===== src/rtl/mips_io_pkg.sv =====
// Shared definitions for the memory-mapped I/O ports hanging off the MIPS data bus.
//   txState_t     : UART transmit FSM states
//   *_OFF         : register offsets within the 8-byte window (Address[2:0])
//   STATUS_*      : bit positions inside the STATUS word
package mips_io_pkg;

    typedef enum logic [1:0] {
        IDLE  = 2'd0,
        START = 2'd1,
        DATA  = 2'd2,
        STOP  = 2'd3
    } txState_t;

    localparam logic [2:0] TXDATA_OFF = 3'h0;
    localparam logic [2:0] STATUS_OFF = 3'h4;

    localparam int unsigned STATUS_FULL_BIT  = 0;
    localparam int unsigned STATUS_EMPTY_BIT = 1;
    localparam int unsigned STATUS_BUSY_BIT  = 2;
    localparam int unsigned STATUS_OVF_BIT   = 3;
    localparam int unsigned STATUS_CNT_LSB   = 4;  // count occupies [7:4]

endpackage


===== src/rtl/sync_fifo.sv =====
// Synchronous circular-buffer FIFO with show-ahead output.
//   clk, reset : clock and synchronous active-high reset
//   push, din  : write strobe and data; ignored when full unless a pop frees a slot
//   pop, dout  : read strobe and current head (valid whenever !empty)
//   full, empty, count : occupancy flags and entry count
module sync_fifo #(
    parameter int unsigned WIDTH = 8,
    parameter int unsigned DEPTH = 4
) (
    input  logic                     clk,
    input  logic                     reset,
    input  logic                     push,
    input  logic                     pop,
    input  logic [WIDTH-1:0]         din,
    output logic [WIDTH-1:0]         dout,
    output logic                     full,
    output logic                     empty,
    output logic [$clog2(DEPTH):0]   count
);

    localparam int unsigned PtrW = $clog2(DEPTH);
    localparam int unsigned CntW = PtrW + 1;
    localparam logic [CntW-1:0] FullCount = CntW'(DEPTH);

    logic [WIDTH-1:0] mem [DEPTH];
    logic [PtrW-1:0]  wrPtr;
    logic [PtrW-1:0]  rdPtr;
    logic             doPush;
    logic             doPop;

    assign full  = (count == FullCount);
    assign empty = (count == '0);
    assign dout  = mem[rdPtr];

    assign doPop  = pop && !empty;
    // A pop in the same cycle frees the slot, so a push while full still lands.
    assign doPush = push && (!full || doPop);

    // Storage needs no reset; occupancy is tracked by the pointers and count.
    always_ff @(posedge clk) begin
        if (doPush) begin
            mem[wrPtr] <= din;
        end
    end

    always_ff @(posedge clk) begin
        if (reset) begin
            wrPtr <= '0;
            rdPtr <= '0;
            count <= '0;
        end else begin
            if (doPush) begin
                wrPtr <= wrPtr + 1'b1;  // power-of-two depth wraps naturally
            end
            if (doPop) begin
                rdPtr <= rdPtr + 1'b1;
            end
            if (doPush && !doPop) begin
                count <= count + 1'b1;
            end else if (doPop && !doPush) begin
                count <= count - 1'b1;
            end
        end
    end

endmodule


===== src/rtl/mips_uart_tx_port.sv =====
// Memory-mapped UART transmitter on the MIPS data bus (8N1, LSB first).
//   clk, reset          : clock and synchronous active-high reset
//   MemWrite, MemRead   : store / load strobes from the control unit
//   Address, WriteData  : byte address and store data ([7:0] is the TX byte)
//   ReadData            : combinational STATUS word on a load from offset 4, else 0
//   Hit                 : combinational window decode of Address[31:3]
//   tx                  : registered serial output, idle high
module mips_uart_tx_port
    import mips_io_pkg::*;
#(
    parameter logic [31:0] BASE_ADDR    = 32'h1001_0020,
    parameter int unsigned FIFO_DEPTH   = 4,
    parameter int unsigned CLKS_PER_BIT = 16
) (
    input  logic        clk,
    input  logic        reset,
    input  logic        MemWrite,
    input  logic        MemRead,
    input  logic [31:0] Address,
    input  logic [31:0] WriteData,
    output logic [31:0] ReadData,
    output logic        Hit,
    output logic        tx
);

    localparam int unsigned CntW  = $clog2(FIFO_DEPTH) + 1;
    localparam int unsigned BaudW = $clog2(CLKS_PER_BIT);
    localparam logic [BaudW-1:0] BaudLast = BaudW'(CLKS_PER_BIT - 1);

    logic [2:0]      offset;
    logic            dataWrite;
    logic            statusWrite;
    logic            fifoPop;
    logic [7:0]      fifoDout;
    logic            fifoFull;
    logic            fifoEmpty;
    logic [CntW-1:0] fifoCount;
    logic [7:0]      countField;
    logic [31:0]     statusWord;

    txState_t        stateQ, stateD;
    logic [BaudW-1:0] baudQ, baudD;
    logic [2:0]      bitIdxQ, bitIdxD;
    logic [7:0]      shiftQ, shiftD;
    logic            txQ, txD;
    logic            overflowQ, overflowD;

    logic            unusedWriteData;
    assign unusedWriteData = ^{WriteData[31:8]};

    assign offset      = Address[2:0];
    assign Hit         = (Address[31:3] == BASE_ADDR[31:3]);
    assign dataWrite   = MemWrite && Hit && (offset == TXDATA_OFF);
    assign statusWrite = MemWrite && Hit && (offset == STATUS_OFF);
    assign tx          = txQ;

    sync_fifo #(
        .WIDTH (8),
        .DEPTH (FIFO_DEPTH)
    ) txFifo (
        .clk   (clk),
        .reset (reset),
        .push  (dataWrite),
        .pop   (fifoPop),
        .din   (WriteData[7:0]),
        .dout  (fifoDout),
        .full  (fifoFull),
        .empty (fifoEmpty),
        .count (fifoCount)
    );

    // Count field is 4 bits wide; zero-extend first so any depth fits the slice.
    assign countField = 8'(fifoCount);

    always_comb begin
        statusWord = '0;
        statusWord[STATUS_FULL_BIT]              = fifoFull;
        statusWord[STATUS_EMPTY_BIT]             = fifoEmpty;
        statusWord[STATUS_BUSY_BIT]              = (stateQ != IDLE);
        statusWord[STATUS_OVF_BIT]               = overflowQ;
        statusWord[STATUS_CNT_LSB +: 4]          = countField[3:0];
    end

    assign ReadData = (Hit && MemRead && (offset == STATUS_OFF)) ? statusWord : 32'h0;

    always_comb begin
        overflowD = overflowQ;
        if (statusWrite && WriteData[3]) begin
            overflowD = 1'b0;
        end
        // Dropped push: full and no slot freed this cycle.
        if (dataWrite && fifoFull && !fifoPop) begin
            overflowD = 1'b1;
        end
    end

    always_comb begin
        stateD  = stateQ;
        baudD   = baudQ;
        bitIdxD = bitIdxQ;
        shiftD  = shiftQ;
        fifoPop = 1'b0;
        unique case (stateQ)
            IDLE: begin
                if (!fifoEmpty) begin
                    fifoPop = 1'b1;
                    shiftD  = fifoDout;
                    baudD   = '0;
                    stateD  = START;
                end
            end
            START: begin
                if (baudQ == BaudLast) begin
                    baudD   = '0;
                    bitIdxD = 3'd0;
                    stateD  = DATA;
                end else begin
                    baudD = baudQ + 1'b1;
                end
            end
            DATA: begin
                if (baudQ == BaudLast) begin
                    baudD  = '0;
                    shiftD = shiftQ >> 1;
                    if (bitIdxQ == 3'd7) begin
                        stateD = STOP;
                    end else begin
                        bitIdxD = bitIdxQ + 1'b1;
                    end
                end else begin
                    baudD = baudQ + 1'b1;
                end
            end
            STOP: begin
                if (baudQ == BaudLast) begin
                    baudD  = '0;
                    stateD = IDLE;
                end else begin
                    baudD = baudQ + 1'b1;
                end
            end
            default: stateD = IDLE;
        endcase

        // tx is derived from the next state so the line register changes with the FSM.
        unique case (stateD)
            START:   txD = 1'b0;
            DATA:    txD = shiftD[0];
            default: txD = 1'b1;
        endcase
    end

    always_ff @(posedge clk) begin
        if (reset) begin
            stateQ    <= IDLE;
            baudQ     <= '0;
            bitIdxQ   <= '0;
            shiftQ    <= '0;
            txQ       <= 1'b1;
            overflowQ <= 1'b0;
        end else begin
            stateQ    <= stateD;
            baudQ     <= baudD;
            bitIdxQ   <= bitIdxD;
            shiftQ    <= shiftD;
            txQ       <= txD;
            overflowQ <= overflowD;
        end
    end

endmodule

===== config.mk =====
export PLATFORM = sky130hd
export DESIGN_NAME = mips_uart_tx_port
export DESIGN_NICKNAME = d
export VERILOG_FILES = /design/src/rtl/mips_io_pkg.sv /design/src/rtl/sync_fifo.sv /design/src/rtl/mips_uart_tx_port.sv
export SDC_FILE = /design/constraint.sdc
export NUM_CORES = 1
export LEC_CHECK = 0
export ABC_CLOCK_PERIOD_IN_PS = 3700
export CORE_UTILIZATION = 45
export CTS_CLUSTER_SIZE = 30
export DETAILED_ROUTE_END_ITERATION = 8
export PLACE_DENSITY_LB_ADDON = 0.25
export SLEW_MARGIN = 20
export SYNTH_ARGS = -nofsm -noshare
export SYNTH_HDL_FRONTEND = slang
export SYNTH_SLANG_ARGS = --single-unit

===== constraint.sdc =====
create_clock -name clk -period 3.7 [get_ports clk]
set_input_delay 0.74 -clock clk [delete_from_list [all_inputs] [get_ports clk]]
set_output_delay 0.74 -clock clk [all_outputs]
set_load 0.03 [all_outputs]

==> metrics.txt, run 1 <==
run status finished clean; pwr dens approximately 550 nW/um^2; element type at the critical path end output pin; antenna-violating nets left 0; starting density of the core 46.4%; endpoint of the worst register-to-register path txFifo.count[2]; RSZ-0062 raised after global routing no; cell area after synthesis 2930 um^2; Hold Path Depth 2; data required time of the worst path 2.96 ns; average wire per standard cell between 10 and 15 um; standby leakage power 1.37 nW; register cell area after layout 1520 um^2; count of clock tree sinks 60; critical path peak fanout 6; Area growth syn-to-layout 25.3%; Layout fillers 530; data arrival at the endpoint of the critical path 2.86 ns; htree depth 3; number of antenna violations at the first check in global routing 0; VDD IR max 0.000415 V; global-route wire length before repair 8.80 mm; grt ovf 0; Area after DPL 3440 um^2; HP Class flop to flop; Layout Nets 383; min cycle time layout 3.60 ns; number of distinct library cells after synthesis 44; warnings from Yosys 0; number of global-route vias before repair 1,956; Top cell by count, worst path clkdlybuf4s50_1; hold path endpoint shiftQ[2]; final routed wirelength across all metal layers 5.30 mm; startpoint type of the worst setup path input port; sequential fraction of the synthesis area 52.0%; Highest Clock Rate 0.277 GHz; post-cts repair resize count 0; Cells after Synth 248; worst setup slack for register-to-register paths between 1 and 1.5 ns; MaxCap Viol Count 0; dominant register cell in the synthesized netlist edfxtp_1; Crit Path Class input port to output pin; Buf+Inv Stages, Crit Path 3; final sum of negative setup slack 0 ns; family with the most delay on the worst path buffers and inverters; final max-slew violation count 0; Antenna diodes 0; Yosys reg bits 60; Tcrit/Tclk final a little over nine tenths; cell depth of the worst flop-to-flop path 9; core area 6310 um^2; TritonCTS clock tree done; largest net degree at the start of global routing 28; CTS Hold Buffers Added 0; number of cells after detailed placement 372; detail-routed via count per cell around 5; syn avg cell area 11.8 um^2; most area-hungry cell type in the Yosys netlist edfxtp_1; Hold Crit Start shiftQ[2]; clk slew on worst S/H paths 0.06 ns; RR Startpoint stateQ[1]; setup skew after layout between 0.005 and 0.006 ns; number of vias in the routed layout 1,962; buffers inserted by post-CTS timing repair 0; largest cells by area after synthesis edfxtp_1, dfxtp_1, buf_4, mux4_2, nor2_1; final weighted congestion in routability-driven placement just over 0.7; slowest stage delay, CP roughly 0.73 ns; Tot GR Track Use around 18%; number of setup violations in the final report 0; share of flip-flops with an asynchronous set or reset after synthesis 0%; Max stage delay cell, worst path clkdlybuf4s50_1; share of layout cells above drive strength 1 about 13%; horizontal extent of the die 82.6 um; count of port buffers added during placement 52; number of gates on the worst path with buffers counted 6; slew at the pin with the worst max-slew slack 0.564 ns; list of cells traversed by the critical path clkdlybuf4s50_1 > nor4_4 > nand4_4 > buf_4 > nor4_1 > clkdlybuf4s50_1; Cell Count, Final, Fillers Out approximately 390; residual DRC count 0; drt first pass iters 4; fraction of post-synthesis cell area in the top cell type by area 32.8%; relative max-transition margin 62.2%; violation count after the first detailed-route iteration 101; HPWL reported at the end of detailed placement 3.80 mm; count of flip-flops with a built-in enable after synthesis 32; clock insertion delay at the later pin of the skew report 0.34 ns; Root Buffer clkbuf_8; Site Rows 29; Bufs on Longest Clock Path 2; post-layout total power 2.02 mW; number of CTS-inserted buffers 9; post-route cell area 3670 um^2; multi-input gate area in the final layout approximately 1300 um^2; Die Outline Area 6830 um^2; I/O pins a little over 100; number of endpoints with negative hold slack in the final report 0; height of the die 82.6 um
layout make-up:
class	instances	area share [%]
sequential	60	41.5
clock inverter	6	2.42
tap	77	2.63
multi-input combinational	175	34.5
inverter	4	0.410
clock buffer	10	3.48
timing repair buffer	56	15.0
cell families after synthesis:
| kind of cell | synth area share [%] |
|---|---|
| and+or+nand+nor | 19.5 |
| DFF | 52.0 |
| buffers and inverters | 7.99 |
| AOI/OAI and AO/OA | 6.41 |
| muxes | 8.38 |
| adders and majority gates | 4.10 |
| xor gates and xnor gates | 1.50 |
| other | 0.128 |
cell usage after synthesis (4+ instances only):
cell	instances
a21oi_1	12
a22oi_1	8
and2_1	11
buf_4	25
clkbuf_1	5
dfxtp_1	28
edfxtp_1	32
ha_1	8
inv_1	4
mux2i_1	5
mux4_2	8
nand2_1	11
nand3_1	7
nor2_1	27
o21ai_0	5
xor2_1	4
report_power, final:
part           switching, mW  internal (mW)  leakage (nW)
registers             0.0920          0.776         0.516
clock network          0.261          0.379         0.102
logic                  0.277          0.238         0.748
total                  0.630           1.39          1.37
registers in the layout, indices dropped and copies added (netlist names), 2 cells and up, named ones only:
signal        cells
txFifo.mem       32
baudQ             4
txFifo.rdPtr      2
txFifo.count      3
bitIdxQ           3
txFifo.wrPtr      2
stateQ            2
shiftQ            8
layout by cell type (no fill, tap or decap), types with 7 or more instances in the layout:
master           netlist  layout
clkdlybuf4s50_1        0      50
ha_1                   8       8
dfxtp_1               28      28
clkbuf_8               0       9
edfxtp_1              32      32
nand3_1                7       7
and2_1                11      11
conb_1                 1      25
mux4_2                 8       8
a22oi_1                8       8
nand2_1               11      11
nor2_1                27      27
a21oi_1               12      12
worst min-delay path, delay by kind of cell (launching register included):
family          cells  cell delay [ns]
flops               1             0.31
compound gates      1             0.05
simple gates        1             0.05
worst max-delay path by stage:
| stage | startpoint | to | slack [ns] |
|---|---|---|---|
| CTS | Address[11] | ReadData[5] | 0.04 |
| global route | Address[11] | ReadData[2] | 0.03 |
| detailed placement | Address[11] | ReadData[5] | 0.03 |
| floorplan | Address[19] | ReadData[1] | 0.69 |
| finish | Address[11] | ReadData[2] | 0.1 |
| global placement | Address[11] | ReadData[4] | 0.09 |
metal layers:
metal	part of all wire [%]	GRT usage, %
met5	0	0
met4	1.9	8.10
met3	3.7	5.82
met2	50	29.6
met1	44	20.9
metrics by stage:
step | setup slack, ns | hold WS [ns] | utilization, %
2_1_floorplan | 0.686 | 0.432 | -
3_3_place_gp | 0.0890 | 0.440 | 54.5
3_5_place_dp | 0.0343 | 0.447 | 54.5
4_1_cts | 0.0358 | 0.456 | 57.9
5_1_grt | 0.0316 | 0.479 | 58.1
6_report | 0.0955 | 0.455 | 58.1
(Power assumes the default switching activity.)
==> inputs of run 2 (changes only) <==
--- a/config.mk
+++ b/config.mk
@@ -7,7 +7,7 @@
 export LEC_CHECK = 0
 export ABC_CLOCK_PERIOD_IN_PS = 3700
 export CORE_UTILIZATION = 45
-export CTS_CLUSTER_SIZE = 30
+export CTS_CLUSTER_SIZE = 28
 export DETAILED_ROUTE_END_ITERATION = 8
 export PLACE_DENSITY_LB_ADDON = 0.25
 export SLEW_MARGIN = 20
==> results of run 2 <==
Final layout, timing and power as in run 1 (identical DEF).
==> RTL edit, RTL diff (config.mk and constraints of run 1) <==
Set the parameter `CLKS_PER_BIT` to 8 (it was 16).
--- a/src/rtl/mips_uart_tx_port.sv
+++ b/src/rtl/mips_uart_tx_port.sv
@@ -10,7 +10,7 @@
 #(
     parameter logic [31:0] BASE_ADDR    = 32'h1001_0020,
     parameter int unsigned FIFO_DEPTH   = 4,
-    parameter int unsigned CLKS_PER_BIT = 16
+    parameter int unsigned CLKS_PER_BIT = 8
 ) (
     input  logic        clk,
     input  logic        reset,
Behaviour: same outputs for any inputs over 10 cycles, from zero or initial values and one cycle with reset high; that may be too few to reach the edited logic, so the function may still have changed.
==> RTL edit against run 1 <==
Critical path depth is the same; total power shrank 0.39%; synthesized area shrank 2.1%; worst setup slack gained 63 ps; wire length grew 0.28%; sequential cell count shrank 1; final area shrank 1.7%; count of clock-buffer cells in the layout is the same; critical path type unchanged.
==> RTL edit: results (changes against run 1) <==
metric,value,unit,change
hold_slack,458.6,ps,+4.097 ps
nets,371,,-3.1%
area_delta_synth_final,25.78,%,
multi_input_area_share,33.80,%,-0.74 points
die_area,0.006687,mm2,-2.1%
rrSetupSlack,1040,ps,-140 ps
gp_congestion,0.7175,,-1.1%
wl_met1,2350,um,+0.34%
post-place-ws,43.11,ps,+8.855 ps
wl_per_cell,14.24,um,+4.3%
final-nonclk-buf-share,15.35,%,+0.34 points
min_to,shiftQ[1]$_SDFFE_PP0P_,,
critPathCapture,ReadData[3],,
synth.area.top_cells,"edfxtp_1 34%, dfxtp_1 19%, buf_4 6.6%",,
wl_met3,173,um,-11%
dp.cells,357,,-4.0%
gr-usage-met3,5.667,%,-0.16 points
drive_above_1_share,13.76,%,+0.90 points
use_met2,30.74,%,+1.2 points
inv_count,5,,+1
ys_types,46,,+4.5%
dpl_cell_area,0.003374,mm2,-2.0%
peakVddDrop,400.9,uV,-3.3%
globalRouteMet1Util,21.26,%,+0.38 points
avgSynthCellArea,12.19,um2,+3.3%
num-fill-cells,508,,-4.2%
routed_wl,5310,um,+0.28%
leakagePower,1.372,nW,+0.39%
cts_num_sinks,59,,-1.7%
grt_pass1_vias,1827,,-6.6%
status,"finished, final reports clean",,
fin_worst_skew,8.083,ps,+2.083 ps
worst_slew_pin_slew,661.5,ps,+96.97 ps
grt_max_degree,27,,-3.6%
dp_hpwl,3915,um,+3.0%
r2r-start,txFifo.count[0]$_SDFFE_PP0P_,,
ys_top_cells_by_count,"32 x edfxtp_1, 27 x dfxtp_1, 25 x buf_4",,
nMultiInputCombCells,162,,-7.4%
max_stage_delay,670,ps,-60 ps
io_buffers,52,,unchanged
drt_iter0_drc,93,,-7.9%
startpoint,Address[4],,
min_path_type,reg2reg,,
via_count,1861,,-5.1%
cp_max_fo,5,,-1
cp_data_arrival_time,2800,ps,-60 ps
wl_met2,2725,um,+2.4%
synth-seq-area-share,52.42,%,+0.44 points
clockNetworkAreaShare,6.044,%,+0.14 points
n_antenna_cell,0,,unchanged
async_reset_ff_share,0,%,unchanged
p_switching,623.4,uW,-1.0%
ff_latch_area,0.001501,mm2,-1.3%
grt_pass1_wl,8645,um,-1.7%
track_usage,18.23,%,+0.40 points
setup_slack,158.1,ps,+62.64 ps
-- RTL edit: cell types whose count changed in the layout (fill, tap and decap cells not counted), moves of 2 or more --
| cell | run 1 | this run |
|---|---|---|
| a22oi_1 | 8 | 6 |
| and3_1 | 3 | 1 |
| nand2b_1 | 3 | 0 |
| nor2_1 | 27 | 20 |
| o21ai_0 | 5 | 2 |
-- RTL edit: power groups by stage --
stage	sequential (mW)	clock, mW	combinational [mW]
detailed placement	0.875	0	0.521
CTS	0.861	0.646	0.524
global route	0.879	0.670	0.580
floorplan	0.830	0	0.434
finish	0.860	0.632	0.524
global placement	0.872	0	0.509
-- RTL edit: cells by family (layout without fill, tap and decap cells) --
family,after synthesis,after routing,share of synthesized area [%]
multiplexers,14,14,8.563
adder cells (fa/ha/maj),10,10,4.631
other,1,25,0.1309
buffers and inverters,38,77,8.387
flip-flops,59,59,52.42
AO/OA/AOI/OAI,29,29,6.160
AND/OR/NAND/NOR,79,79,18.17
XOR/XNOR,5,5,1.529
